`config.mk`:
```
export PLATFORM = sky130hd
export DESIGN_NAME = xalu_ise_sched
export DESIGN_NICKNAME = d
export VERILOG_FILES = /design/src/rtl/sikep434_ise_pkg.sv /design/src/rtl/xalu_ise_rspbuf.sv /design/src/rtl/xalu_ise_sched.sv
export SDC_FILE = /design/constraint.sdc
export NUM_CORES = 1
export LEC_CHECK = 0
export CORE_AREA = 4 4 242 244
export DETAILED_ROUTE_END_ITERATION = 12
export DIE_AREA = 0 0 246 248
export GPL_TIMING_DRIVEN = 1
export PLACE_DENSITY = 0.48
export SKIP_LAST_GASP = 1
export SYNTH_ARGS = -nofsm -noshare
export SYNTH_HDL_FRONTEND = slang
export SYNTH_SLANG_ARGS = --single-unit
export TNS_END_PERCENT = 5
```
`constraint.sdc`:
```
create_clock -name ise_clk -period 1.9 [get_ports ise_clk]
set_clock_uncertainty 0.15 [all_clocks]
set_input_delay 0.38 -clock ise_clk [delete_from_list [all_inputs] [get_ports ise_clk]]
set_output_delay 0.38 -clock ise_clk [all_outputs]
set_load 0.01 [all_outputs]
```
`src/rtl/sikep434_ise_pkg.sv`:
```
// Shared definitions for the SIKEp434 sigma ISE datapath and its issue scheduler.
package sikep434_ise_pkg;

    localparam int XLEN = 64;

    // ise_fn[1:0] custom-opcode encodings
    localparam logic [1:0] CUSTOM_0 = 2'b00;
    localparam logic [1:0] CUSTOM_1 = 2'b01;
    localparam logic [1:0] CUSTOM_2 = 2'b10;
    localparam logic [1:0] CUSTOM_3 = 2'b11;

    localparam logic [1:0] FUNCT_SIGMA = 2'b10;

    typedef struct packed {
        logic [4:0]      fn;
        logic [6:0]      imm;
        logic [XLEN-1:0] in1;
        logic [XLEN-1:0] in2;
    } req_t;

    typedef struct packed {
        logic            err;
        logic [XLEN-1:0] out;
    } rsp_t;

endpackage

```
`src/rtl/xalu_ise_rspbuf.sv`:
```
// One-entry valid/ready response holding register; a load in the same cycle as a
// drain replaces the entry without a bubble.
module xalu_ise_rspbuf
    import sikep434_ise_pkg::*;
(
    input  logic            clk_i,
    input  logic            rst_i,
    input  logic            load_i,
    input  logic            load_err_i,
    input  logic [XLEN-1:0] load_out_i,
    input  logic            rdy_i,
    output logic            val_o,
    output logic            err_o,
    output logic [XLEN-1:0] out_o
);

    logic val_q, val_d;
    rsp_t data_q, data_d;

    always_comb begin
        val_d  = val_q;
        data_d = data_q;
        if (load_i) begin
            val_d      = 1'b1;
            data_d.err = load_err_i;
            data_d.out = load_out_i;
        end else if (rdy_i) begin
            // data is left in place on drain; only the valid flag drops
            val_d = 1'b0;
        end
    end

    always_ff @(posedge clk_i) begin
        if (rst_i) begin
            val_q  <= 1'b0;
            data_q <= '0;
        end else begin
            val_q  <= val_d;
            data_q <= data_d;
        end
    end

    assign val_o = val_q;
    assign err_o = data_q.err;
    assign out_o = data_q.out;

endmodule

```
`src/rtl/xalu_ise_sched.sv`:
```
// Two-requester issue scheduler for the single-cycle xalu_ise datapath: arbitrates,
// drives the operand bus and buffers one result per requester.
module xalu_ise_sched #(
    parameter int XLEN  = sikep434_ise_pkg::XLEN,
    parameter bit RR_EN = 1'b1
) (
    input  logic            ise_clk,
    input  logic            ise_rst,
    input  logic            req0_val,
    output logic            req0_rdy,
    input  logic [4:0]      req0_fn,
    input  logic [6:0]      req0_imm,
    input  logic [XLEN-1:0] req0_in1,
    input  logic [XLEN-1:0] req0_in2,
    input  logic            req1_val,
    output logic            req1_rdy,
    input  logic [4:0]      req1_fn,
    input  logic [6:0]      req1_imm,
    input  logic [XLEN-1:0] req1_in1,
    input  logic [XLEN-1:0] req1_in2,
    output logic            rsp0_val,
    input  logic            rsp0_rdy,
    output logic [XLEN-1:0] rsp0_out,
    output logic            rsp0_err,
    output logic            rsp1_val,
    input  logic            rsp1_rdy,
    output logic [XLEN-1:0] rsp1_out,
    output logic            rsp1_err,
    output logic            alu_val,
    output logic [4:0]      alu_fn,
    output logic [6:0]      alu_imm,
    output logic [XLEN-1:0] alu_in1,
    output logic [XLEN-1:0] alu_in2,
    input  logic            alu_oval,
    input  logic [XLEN-1:0] alu_out
);

    import sikep434_ise_pkg::*;

    req_t req0_s, req1_s, sel_s;
    rsp_t cap_s;
    logic full0, full1, elig0, elig1, g0, g1;
    logic last_q, last_d;

    assign req0_s = '{fn: req0_fn, imm: req0_imm, in1: req0_in1, in2: req0_in2};
    assign req1_s = '{fn: req1_fn, imm: req1_imm, in1: req1_in1, in2: req1_in2};

    always_comb begin
        // a full buffer being drained this cycle may be refilled this cycle
        elig0 = ~ise_rst & req0_val & (~full0 | rsp0_rdy);
        elig1 = ~ise_rst & req1_val & (~full1 | rsp1_rdy);
        // last_q == 1 means requester 1 went last, so requester 0 wins a tie
        g0 = elig0 & (~elig1 | ~RR_EN | last_q);
        g1 = elig1 & ~g0;

        last_d = last_q;
        if (g0)      last_d = 1'b0;
        else if (g1) last_d = 1'b1;

        sel_s = '0;
        if (g0)      sel_s = req0_s;
        else if (g1) sel_s = req1_s;

        cap_s.err = ~alu_oval;
        cap_s.out = alu_oval ? alu_out : '0;
    end

    always_ff @(posedge ise_clk) begin
        if (ise_rst) last_q <= 1'b1;
        else         last_q <= last_d;
    end

    assign req0_rdy = g0;
    assign req1_rdy = g1;
    assign alu_val  = g0 | g1;
    assign alu_fn   = sel_s.fn;
    assign alu_imm  = sel_s.imm;
    assign alu_in1  = sel_s.in1;
    assign alu_in2  = sel_s.in2;

    xalu_ise_rspbuf u_buf0 (
        .clk_i      (ise_clk),
        .rst_i      (ise_rst),
        .load_i     (g0),
        .load_err_i (cap_s.err),
        .load_out_i (cap_s.out),
        .rdy_i      (rsp0_rdy),
        .val_o      (full0),
        .err_o      (rsp0_err),
        .out_o      (rsp0_out)
    );

    xalu_ise_rspbuf u_buf1 (
        .clk_i      (ise_clk),
        .rst_i      (ise_rst),
        .load_i     (g1),
        .load_err_i (cap_s.err),
        .load_out_i (cap_s.out),
        .rdy_i      (rsp1_rdy),
        .val_o      (full1),
        .err_o      (rsp1_err),
        .out_o      (rsp1_out)
    );

    assign rsp0_val = full0;
    assign rsp1_val = full1;

endmodule

```
# Word level (Yosys, flattened, before mapping)
# Index checks and enable logic that the tools add are counted.
[totals]
register_bits = 133
out_inout_bits = 275
inputBits = 351
elab_cells = 35
[op_classes]
bitwise = 16
n_reduce_logical = 3
muxes = 9
[ops]
columns = ["operator", "count"]
rows = [
  ["$mux W140", 2],
  ["$mux W64", 1],
  ["$and A1 B1 Y1", 6],
  ["$mux W1", 6],
  ["$not A1 Y1", 6],
  ["$reduce_bool A2 Y1", 3],
  ["$or A1 B1 Y1", 4],
]

# Depth between registers and ports, before layout
# Gate-level depths: netlist (run 1).
[logic_depth]
word_depth = 10
depth_mapped = 6
ltp_nobuf = 3

# Hierarchy
# Synthesis (run 1) repeated with hierarchy kept, for this count alone.
[unflattened]
cells_unflattened = 997
hier_area_um2 = 8937.3
[by_module_without_submodules]
columns = ["mod", "cells_each", "seq_area_each_um2", "area_per_inst_um2", "n_inst"]
rows = [
  ["xalu_ise_rspbuf", 214, 1321.3, 2386.0, 2],
  ["xalu_ise_sched", 569, 20.0, 4165.2, 1],
]

# Worst setup path after synthesis (run 1)
# Ideal clock, no wire load.
[synth_timing]
path_type = "flip-flop to output port"
from = "register u_buf0.val_q (netlist: u_buf0.val_o)"
to = "output alu_imm[0]"
slack_ns = -0.066
n_path_buf = 2
path_stages_with_launch = 6
arrival_ns = 1.436
required_ns = 1.370
cell_sequence = "dfxtp_1 nor2b_2 o211ai_2 buf_6 buf_2 o32ai_1"
[synth_via]
elab_chain_cells = 8
[synth_lines]
columns = ["item", "line_no", "source"]
rows = [
  ["start: declaration", "xalu_ise_rspbuf.sv:17", "logic val_q, val_d;"],
  ["start signal: assignment", "xalu_ise_rspbuf.sv:38", "val_q <= val_d;"],
  ["$not A1 Y1 (*)", "xalu_ise_sched.sv:50", "elig0 = ~ise_rst & req0_val & (~full0 | rsp0_rdy);"],
  ["$or A1 B1 Y1 (*)", "xalu_ise_sched.sv:50", ""],
  ["$and A1 B1 Y1 (*)", "xalu_ise_sched.sv:50", ""],
  ["$and A1 B1 Y1 (*)", "xalu_ise_sched.sv:53", "g0 = elig0 & (~elig1 | ~RR_EN | last_q);"],
  ["$not A1 Y1", "xalu_ise_sched.sv:54", "g1 = elig1 & ~g0;"],
  ["$and A1 B1 Y1", "xalu_ise_sched.sv:54", ""],
  ["$mux W140", "xalu_ise_sched.sv:62", "else if (g1) sel_s = req1_s;"],
  ["$mux W140 (*)", "xalu_ise_sched.sv:61", "if (g0) sel_s = req0_s;"],
  ["end: declaration", "xalu_ise_sched.sv:31", "output logic [6:0] alu_imm,"],
]
# Every way passes the cells marked *; elsewhere a longest branch is shown, timed or not.

# Worst setup path in the final report (run 1)
[layout_timing]
from = "register u_buf1.val_q (netlist: u_buf1.val_o)"
to = "output alu_in2[4]"
[layout_via]
elab_chain_cells = 10
[layout_lines]
columns = ["item", "line_no", "source"]
rows = [
  ["start: declaration", "xalu_ise_rspbuf.sv:17", ""],
  ["start signal: assignment", "xalu_ise_rspbuf.sv:38", ""],
  ["$not A1 Y1 (*)", "xalu_ise_sched.sv:51", "elig1 = ~ise_rst & req1_val & (~full1 | rsp1_rdy);"],
  ["$or A1 B1 Y1 (*)", "xalu_ise_sched.sv:51", ""],
  ["$and A1 B1 Y1 (*)", "xalu_ise_sched.sv:51", ""],
  ["$not A1 Y1", "xalu_ise_sched.sv:53", ""],
  ["$or A1 B1 Y1", "xalu_ise_sched.sv:53", ""],
  ["$and A1 B1 Y1", "xalu_ise_sched.sv:53", ""],
  ["$not A1 Y1", "xalu_ise_sched.sv:54", ""],
  ["$and A1 B1 Y1", "xalu_ise_sched.sv:54", ""],
  ["$mux W140", "xalu_ise_sched.sv:62", ""],
  ["$mux W140 (*)", "xalu_ise_sched.sv:61", ""],
  ["end: declaration", "xalu_ise_sched.sv:33", "output logic [XLEN-1:0] alu_in2,"],
]
# Marked as above.

==> impl_metrics.ini, run 1 <==
[synth]
synth_top_family_by_area = simple AND/OR/NAND/NOR gates
avgSynthCellArea_um2 = 8.79
yosysTopAreaCell = dfxtp_1
synth-simple-area-share = 0.253
synth_area_leaders = dfxtp_1 (30%), nand2b_1 (19%), mux2i_1 (15%)
synth_compound_area_frac = 0.168
async_reset_ff_frac = 0
synthesis.area_um2 = 8810
synth.most_common_cell = nand2b_1
synth_seq_area_share = 0.302
ys.flop_type = dfxtp_1
synth-adder-area-share = 0
synthMuxAreaShare = 0.148
yosysWarnings = 0
synthTopCellsByCount = nand2b_1 (273), inv_1 (140), dfxtp_1 (133), mux2i_1 (130), o32ai_1 (113)
syn_nets = 1353
synth_cell_types = 24
synth_edf_count = 0
synth-xor-area-share = 0
ys_ff_latch = 133
syn_inst = 1002
synth_top_area_frac = 0.302

[grt]
grt_max_degree = 104
grt.busiest_layer = met2
antenna_found_initial = 22
grt_util_met2 = 0.290
overflow = 0
grt_first_pass_wirelength_um = 71400
grt_pass1_vias = 10204
grt_usage = 0.159
use_met1 = 0.176
grtUsageMet3 = 0.0532

[sta]
post-route-period-util = 1.34
finalMaxSlewViolations = 0
tns_ps = -98680
worst_slack_ps = -645
setup_viol = 277
fmax_ghz = 0.393
slew_headroom = 0.377
whs_ps = 287
rsz0062_at_grt = yes
hold_viol_final = 0
worstMarginPinSlew_ps = 934
layout_min_cycle_time_ps = 2550

[drt]
drt_pass1_iterations = 5
post-route-drc-count = 0
via_per_inst = 4.14
wirelength_um = 52300
drtIter0Drc = 369
vias = 9920
antenna_left = 0
routedWlPerCell_um = 21.9

[setup_path]
max_stage_delay_ps = 370
worstSetupPathType = register to primary output
path_buf_inv = 4
path_delay_family = buffers and inverters
required_ps = 1370
cp-start-kind = register
crit_fanout = 6
worstPathCellList = nor2b_4, o211ai_1, buf_4, buf_12, bufbuf_16, o32ai_4, buf_2
cpMaxStageDelayCell = dfxtp_4
worstPathArrival_ps = 2020
crit_path_end_kind = primary output

[clock_network]
cts_hold_buf = 0
htreeDepth = 4
clock-sinks = 133
clk_pin_slew_ps = 60
cts-root-buf = clkbuf_16
worst_skew_pair.late_latency_ps = 420
cts_buffers = 17
clock_path_buffers = 2
cts_tree = done

[power_and_ir_drop]
p_leak_nw = 7.20
power.density_nw_per_um2 = 572
peakVddDrop_v = 0.000418

[floorplan]
start_util = 0.157
die_w_um = 246
dieArea_um2 = 61000
io_pins = 626
core_um2 = 56300
rows = 87
die_h_um = 248

[placement]
pre_cts_ws_ps = -1500
portBuffers = 625
place_area_um2 = 16000
place_inst = 2330
dp_hpwl_um = 40400
place.gp.congestion = 0.904

[cells_and_area]
finalNonFillerCells = 2394
nFillCells = 6043
final_net_count = 1969
area_delta_synth_final_pct = 94.8
final_layout_size_suffix_gt1_frac = 0.175
fin_area_um2 = 17200

[status]
status = finished, violations left
failed_checks = setup timing

[flow_run]
max-cap-violations = 0

[min_path]
hp-class = primary input to register
==> report_power, final <==
group	switching (mW)	leakage, nW	internal [mW]
Sequential	0.0690	1.08	2.92
Clock	1.37	0.294	2.11
Combinational	1.47	5.82	1.88
==> logic make-up (layout without fill, tap and decap cells) <==
logic type             count (synthesis)  count (layout)
and+or+nand+nor                      346             346
other                                  0               8
buffers and inverters                245             873
AOI/OAI and AO/OA                    148             148
DFF                                  133             133
muxes                                130             130
==> repair_timing <==
item	4_1_cts	5_1_grt
setup buffers	8	3
pin swaps	6	5
gates cloned	10	5
resized for setup	519	63
setup endpoints to repair	322	370
==> state kept, by name, summed over array words and instances (netlist names) <==
name          count
last_q            1
u_buf0.err_o      1
u_buf0.out_o     64
u_buf0.val_o      1
u_buf1.err_o      1
u_buf1.out_o     64
u_buf1.val_o      1
==> metal layers <==
metal / vias to the layer above / routed length [um]
li1: 4680 / -
met1: 4725 / 19900
met2: 445 / 26700
met3: 68 / 4500
met4: 2 / 1200
met5: - / 13
==> through the flow <==
step	util	power, mW
global placement	0.285	6.19
CTS	0.302	9.94
floorplan	-	4.32
finish	0.305	9.82
global route	0.305	10.3
detailed placement	0.285	6.20
==> final cells by class <==
type,instances,area [um2],share of cell area
Timing Repair Buffer,702,6970,0.406
Multi-Input combinational cell,624,5430,0.316
Sequential cell,133,2670,0.155
Tap cell,756,946,0.0551
Inverter,140,526,0.0306
Clock buffer,18,439,0.0256
Clock inverter,13,168,0.00977
Antenna cell,8,20.0,0.00117
==> cells in the final DEF (no fill, tap or decap), types with 2 or more instances in the layout <==
cell type          n
buf_6              4
buf_4             36
diode_2            8
mux2i_1          130
o32ai_4           10
nand2_1            2
clkdlybuf4s50_1  478
buf_8              4
nand2b_4           3
clkinvlp_4         2
dfxtp_1          130
bufinv_16          3
clkbuf_2           3
o21ai_0            2
dfxtp_2            2
nor2b_4            2
nand2b_1         270
clkdlybuf4s15_2   11
clkbuf_16         21
inv_6              6
o32ai_2           50
clkdlybuf4s15_1    5
nand3b_1          64
buf_16            12
dlygate4sd2_1     36
a21oi_1            3
o32ai_1           80
buf_12            20
buf_2             87
clkinv_2           2
nor2_1             2
inv_1            140
==> worst register-to-register path, stage by stage (launching register included) <==
cell	delay (ps)
dfxtp_4	360
nor2b_4	130
o211ai_1	210
buf_4	180
buf_4	650
mux2i_1	380
==> worst paths after layout <==
path	end	slack (ps)	from	cells after the start
setup reg to reg	u_buf0.out_o[47]	-230	u_buf1.val_o	5
hold reg to reg	u_buf0.out_o[57]	320	u_buf0.out_o[57]	2
hold / removal	u_buf0.val_o	290	req0_val	3
setup / recovery	alu_in2[4]	-650	u_buf1.val_o	7
(Power assumes the default switching activity.)
==> inputs of run 2 (changes only) <==
--- a/config.mk
+++ b/config.mk
@@ -10,6 +10,7 @@
 export DIE_AREA = 0 0 246 248
 export GPL_TIMING_DRIVEN = 1
 export PLACE_DENSITY = 0.48
+export RECOVER_POWER = 50
 export SKIP_LAST_GASP = 1
 export SYNTH_ARGS = -nofsm -noshare
 export SYNTH_HDL_FRONTEND = slang
==> constraint.sdc (replaced) <==
create_clock -name ise_clk -period 1.9 [get_ports ise_clk]
set_clock_uncertainty 0.15 [all_clocks]
set_input_delay 0.38 -clock ise_clk [delete_from_list [all_inputs] [get_ports ise_clk]]
set_output_delay 0.38 -clock ise_clk [all_outputs]
set_load 0.02 [all_outputs]
==> run 2 against run 1 <==
Net effect:
- the run still ends with setup timing left
- routed wire length fell by 13%
- non-clock buffer count is 4 higher
- utilization is 0.13 points higher
- critical endpoint is now alu_in2[22]
==> impl_metrics.ini, run 2 (synthesis results as in run 1) <==
[floorplan]
dieArea_um2 = 61000
core_um2 = 56300
rows = 87
die_w_um = 246
start_util = 0.157
die_h_um = 248
io_pins = 626

[cells_and_area]
final_core_util = 0.306
final_cell_mix = clkdlybuf4s50_1 (476), nand2b_1 (271), inv_1 (140)
final_common_cell = clkdlybuf4s50_1
seqCellArea_um2 = 2670
final_net_count = 1973
multiInputGateArea_um2 = 5670
finalNonFillerCells = 2393
nFillCells = 5938
final_layout_size_suffix_gt1_frac = 0.213
area_delta_synth_final_pct = 95.7
fin_area_um2 = 17200

[clock_network]
clk_pin_slew_ps = 60
cts_hold_buf = 0
cts_tree = done
worst_skew_pair.late_latency_ps = 430
cts-root-buf = clkbuf_16
clock-sinks = 133
htreeDepth = 4
cts_buffers = 17
clock_path_buffers = 2

[drt]
wirelength_um = 45700
routedWlPerCell_um = 19.1
post-route-drc-count = 0
drt_pass1_iterations = 4
vias = 9723
via_per_inst = 4.06
drtIter0Drc = 337
antenna_left = 0

[grt]
grt_pass1_vias = 10010
grt_max_degree = 112
grt_usage = 0.137
antenna_found_initial = 6
overflow = 0
grt_first_pass_wirelength_um = 64500

[placement]
place_area_um2 = 16500
portBuffers = 625
place_inst = 2339
pre_cts_ws_ps = -1370
dp_hpwl_um = 34500
place.gp.congestion = 0.871

[sta]
post-route-period-util = 1.31
fmax_ghz = 0.400
rsz0062_at_grt = yes
setup_viol = 376
layout_min_cycle_time_ps = 2500
whs_ps = 308
worstMarginPinSlew_ps = 607
hold_viol_final = 0
worst_slack_ps = -598
tns_ps = -97610
finalMaxSlewViolations = 0
slew_headroom = 0.595

[setup_path]
worstRegToRegCells = 6
worstSetupPathType = primary input to primary output
crit_path_end_kind = primary output
cp-start-kind = primary input
worstPathArrival_ps = 1970
crit_fanout = 8
required_ps = 1370

[status]
status = finished, violations left
failed_checks = setup timing

[min_path]
hold_depth = 4
hp-class = primary input to register

[power_and_ir_drop]
power.density_nw_per_um2 = 569
p_leak_nw = 7.19
peakVddDrop_v = 0.000578
total_power_mw = 9.82

[flow_run]
max-cap-violations = 0
[run 2: cell count changes in the layout (fill, tap and decap cells not counted), sizes merged, moves of 2 or more]
cell	delta
clkdlybuf4s15	-13
clkinv	+6
inv	-5
buf	+48
dlygate4sd2	-30
clkdlybuf4s50	-2
diode	-6
clkbuf	+5
[run 2: worst paths after layout]
kind | startpoint | to | slack (ps)
max | req0_val | alu_in2[22] | -600
max reg2reg | last_q | u_buf1.out_o[63] | -330
min reg2reg | u_buf1.out_o[25] | u_buf1.out_o[25] | 320
min | alu_oval | u_buf0.out_o[18] | 310
[run 2: metal layers]
metal | GRT usage | share of wire
met1 | 0.152 | 0.39
met2 | 0.243 | 0.50
met3 | 0.0580 | 0.092
met4 | 0.0352 | 0.019
met5 | 0 | 0.0013
[run 2: timing repair]
item                                    4_1_cts  5_1_grt
buffers inserted                              1        6
resized for setup                           669       46
endpoints found under the setup margin      394      395
cloned                                        3       10
pin swaps                                     4        9
[run 2: layout make-up]
class,count,area share
Antenna cell,2,0.000290
Clock buffer,20,0.0253
Clock inverter,12,0.00762
Inverter,140,0.0305
Multi-Input combinational cell,624,0.329
Sequential cell,133,0.155
Tap cell,756,0.0549
Timing Repair Buffer,706,0.398
[run 2: report_power, final]
part | switching [mW] | internal, mW
clock | 1.32 | 1.93
sequential | 0.0690 | 2.92
combinational | 1.69 | 1.89
total | 3.08 | 6.74
[run 2: worst max-delay path, stage by stage]
cell and delay (ps):
clkdlybuf4s50_1 480, buf_4 120, o211ai_1 80, buf_4 190, clkbuf_16 180, buf_16 150
o32ai_1 150, buf_2 220
==> inputs of run 3 (changes only) <==
--- a/config.mk
+++ b/config.mk
@@ -5,11 +5,13 @@
 export SDC_FILE = /design/constraint.sdc
 export NUM_CORES = 1
 export LEC_CHECK = 0
-export CORE_AREA = 4 4 242 244
+export CAP_MARGIN = 25
+export CORE_AREA = 4 4 245 247
 export DETAILED_ROUTE_END_ITERATION = 12
-export DIE_AREA = 0 0 246 248
+export DIE_AREA = 0 0 249 251
+export DONT_BUFFER_PORTS = 1
 export GPL_TIMING_DRIVEN = 1
-export PLACE_DENSITY = 0.48
+export PLACE_DENSITY = 0.34
 export RECOVER_POWER = 50
 export SKIP_LAST_GASP = 1
 export SYNTH_ARGS = -nofsm -noshare
==> run 3 against run 2 <==
Net effect:
- the run still ends with setup timing left
- non-clock buffer count decreased by 408
- worst hold slack got worse by 280 ps
- sequential power increased by 6%
- cell count decreased by 17%
- critical path depth decreased by 2
- maximum frequency rose by 0.31%
- first-iteration DRC count increased by 14%
- die area rose by 2.4%
- register-to-register slack gained 290 ps
- final area is 23% lower
- global-route usage decreased by 1.7 points
- critical endpoint is now alu_imm[0]
==> impl_metrics.ini, run 3 (synthesis results as in run 1) <==
[sta]
worstMarginPinSlew_ps = 536
setup_viol = 174
fmax_ghz = 0.402
rsz0062_at_grt = yes
slew_headroom = 0.643
hold_viol_final = 0
whs_ps = 26.5
post-route-period-util = 1.31
layout_min_cycle_time_ps = 2490
tns_ps = -69320
worst_slack_ps = -591
finalMaxSlewViolations = 0

[cells_and_area]
seqCellArea_um2 = 2670
final_common_cell = nand2b_1
final_net_count = 1565
area_delta_synth_final_pct = 49.8
nFillCells = 6315
final_layout_size_suffix_gt1_frac = 0.262
multiInputGateArea_um2 = 5610
final_cell_mix = nand2b_1 (272), buf_4 (169), inv_1 (140)

[placement]
place.gp.congestion = 0.900
dp_hpwl_um = 29600
portBuffers = 0

[clock_network]
cts-root-buf = clkbuf_16
worst_skew_pair.late_latency_ps = 440
clock-sinks = 133
clock_path_buffers = 2
cts_buffers = 17
cts_tree = done
clk_pin_slew_ps = 60
htreeDepth = 4

[drt]
drtIter0Drc = 383
via_per_inst = 4.13
vias = 8234
wirelength_um = 40600
antenna_left = 0
drt_pass1_iterations = 4
post-route-drc-count = 0
routedWlPerCell_um = 20.3

[power_and_ir_drop]
p_leak_nw = 5.48
power.density_nw_per_um2 = 695
peakVddDrop_v = 0.000624

[setup_path]
cpMostUsedCell = buf_12
required_ps = 1370
worstSetupPathType = register to primary output
path_buf_inv = 3
worstPathArrival_ps = 1960
cp-start-kind = register
worstPathCellList = nor2b_4, o211ai_4, buf_12, buf_12, o32ai_4, buf_6
cpMaxStageDelayCell = o32ai_4
crit_path_end_kind = primary output
max_stage_delay_ps = 350
path_delay_family = buffers and inverters
crit_fanout = 23

[grt]
overflow = 0
grt_usage = 0.120
grt_pass1_vias = 8289
grt_first_pass_wirelength_um = 57900
antenna_found_initial = 3
grt_max_degree = 482

[floorplan]
rows = 88
core_um2 = 57600
dieArea_um2 = 62500
die_w_um = 249
io_pins = 626
start_util = 0.153
die_h_um = 251

[status]
status = finished, violations left
failed_checks = setup timing

[min_path]
hp-class = primary input to register

[flow_run]
max-cap-violations = 0
## run 3: per-stage QoR
stage	util	total power, mW	cell area [um2]	setup slack (ps)	std cells
3_5_place_dp	0.193	5.27	11100	-429	1843
2_1_floorplan	-	4.71	9260	-145	1002
4_1_cts	0.224	9.26	12900	-663	1979
5_1_grt	0.229	9.59	13200	-645	1995
6_report	0.229	9.18	13200	-591	1995
3_3_place_gp	0.193	5.28	11100	-402	1843
## run 3: path summary, 6_finish.rpt
check	startpoint	to	slack, ps	depth (start not counted)
max	u_buf0.val_o	alu_imm[0]	-590	6
min	alu_out[63]	u_buf1.out_o[63]	30	2
max reg2reg	last_q	u_buf0.out_o[19]	-40	7
min reg2reg	last_q	last_q	350	1
## run 3: layout make-up
cell class	instances	area share
Clock buffer	19	0.0343
Multi-Input combinational cell	624	0.425
Clock inverter	13	0.0145
Timing Repair Buffer	298	0.212
Antenna cell	3	0.000569
Sequential cell	133	0.202
Tap cell	765	0.0725
Inverter	140	0.0398
## run 3: power breakdown
part | internal (mW) | total (mW) | switching [mW] | leakage (nW)
Clock | 2.28 | 3.66 | 1.38 | 0.307
Sequential | 2.92 | 3.18 | 0.263 | 1.08
Combinational | 1.15 | 2.34 | 1.18 | 4.09
Total | 6.35 | 9.18 | 2.82 | 5.48
## run 3: repair_timing
item	in CTS	in global routing
cloned	2	4
hold buffers	98	5
endpoints found under the hold margin	127	5
pin swaps	1	1
gates resized for setup	13	24
setup buffers	4	5
setup endpoints to repair	186	260
## run 3: metal layers
layer  part of all wire  global-route usage  vias to the layer above
met4              0.022              0.0375                        0
met3              0.076              0.0410                       43
met1               0.38               0.134                     3991
met2               0.52               0.217                      336
li1                   -                   -                     3864
met5                  0                   0                        -
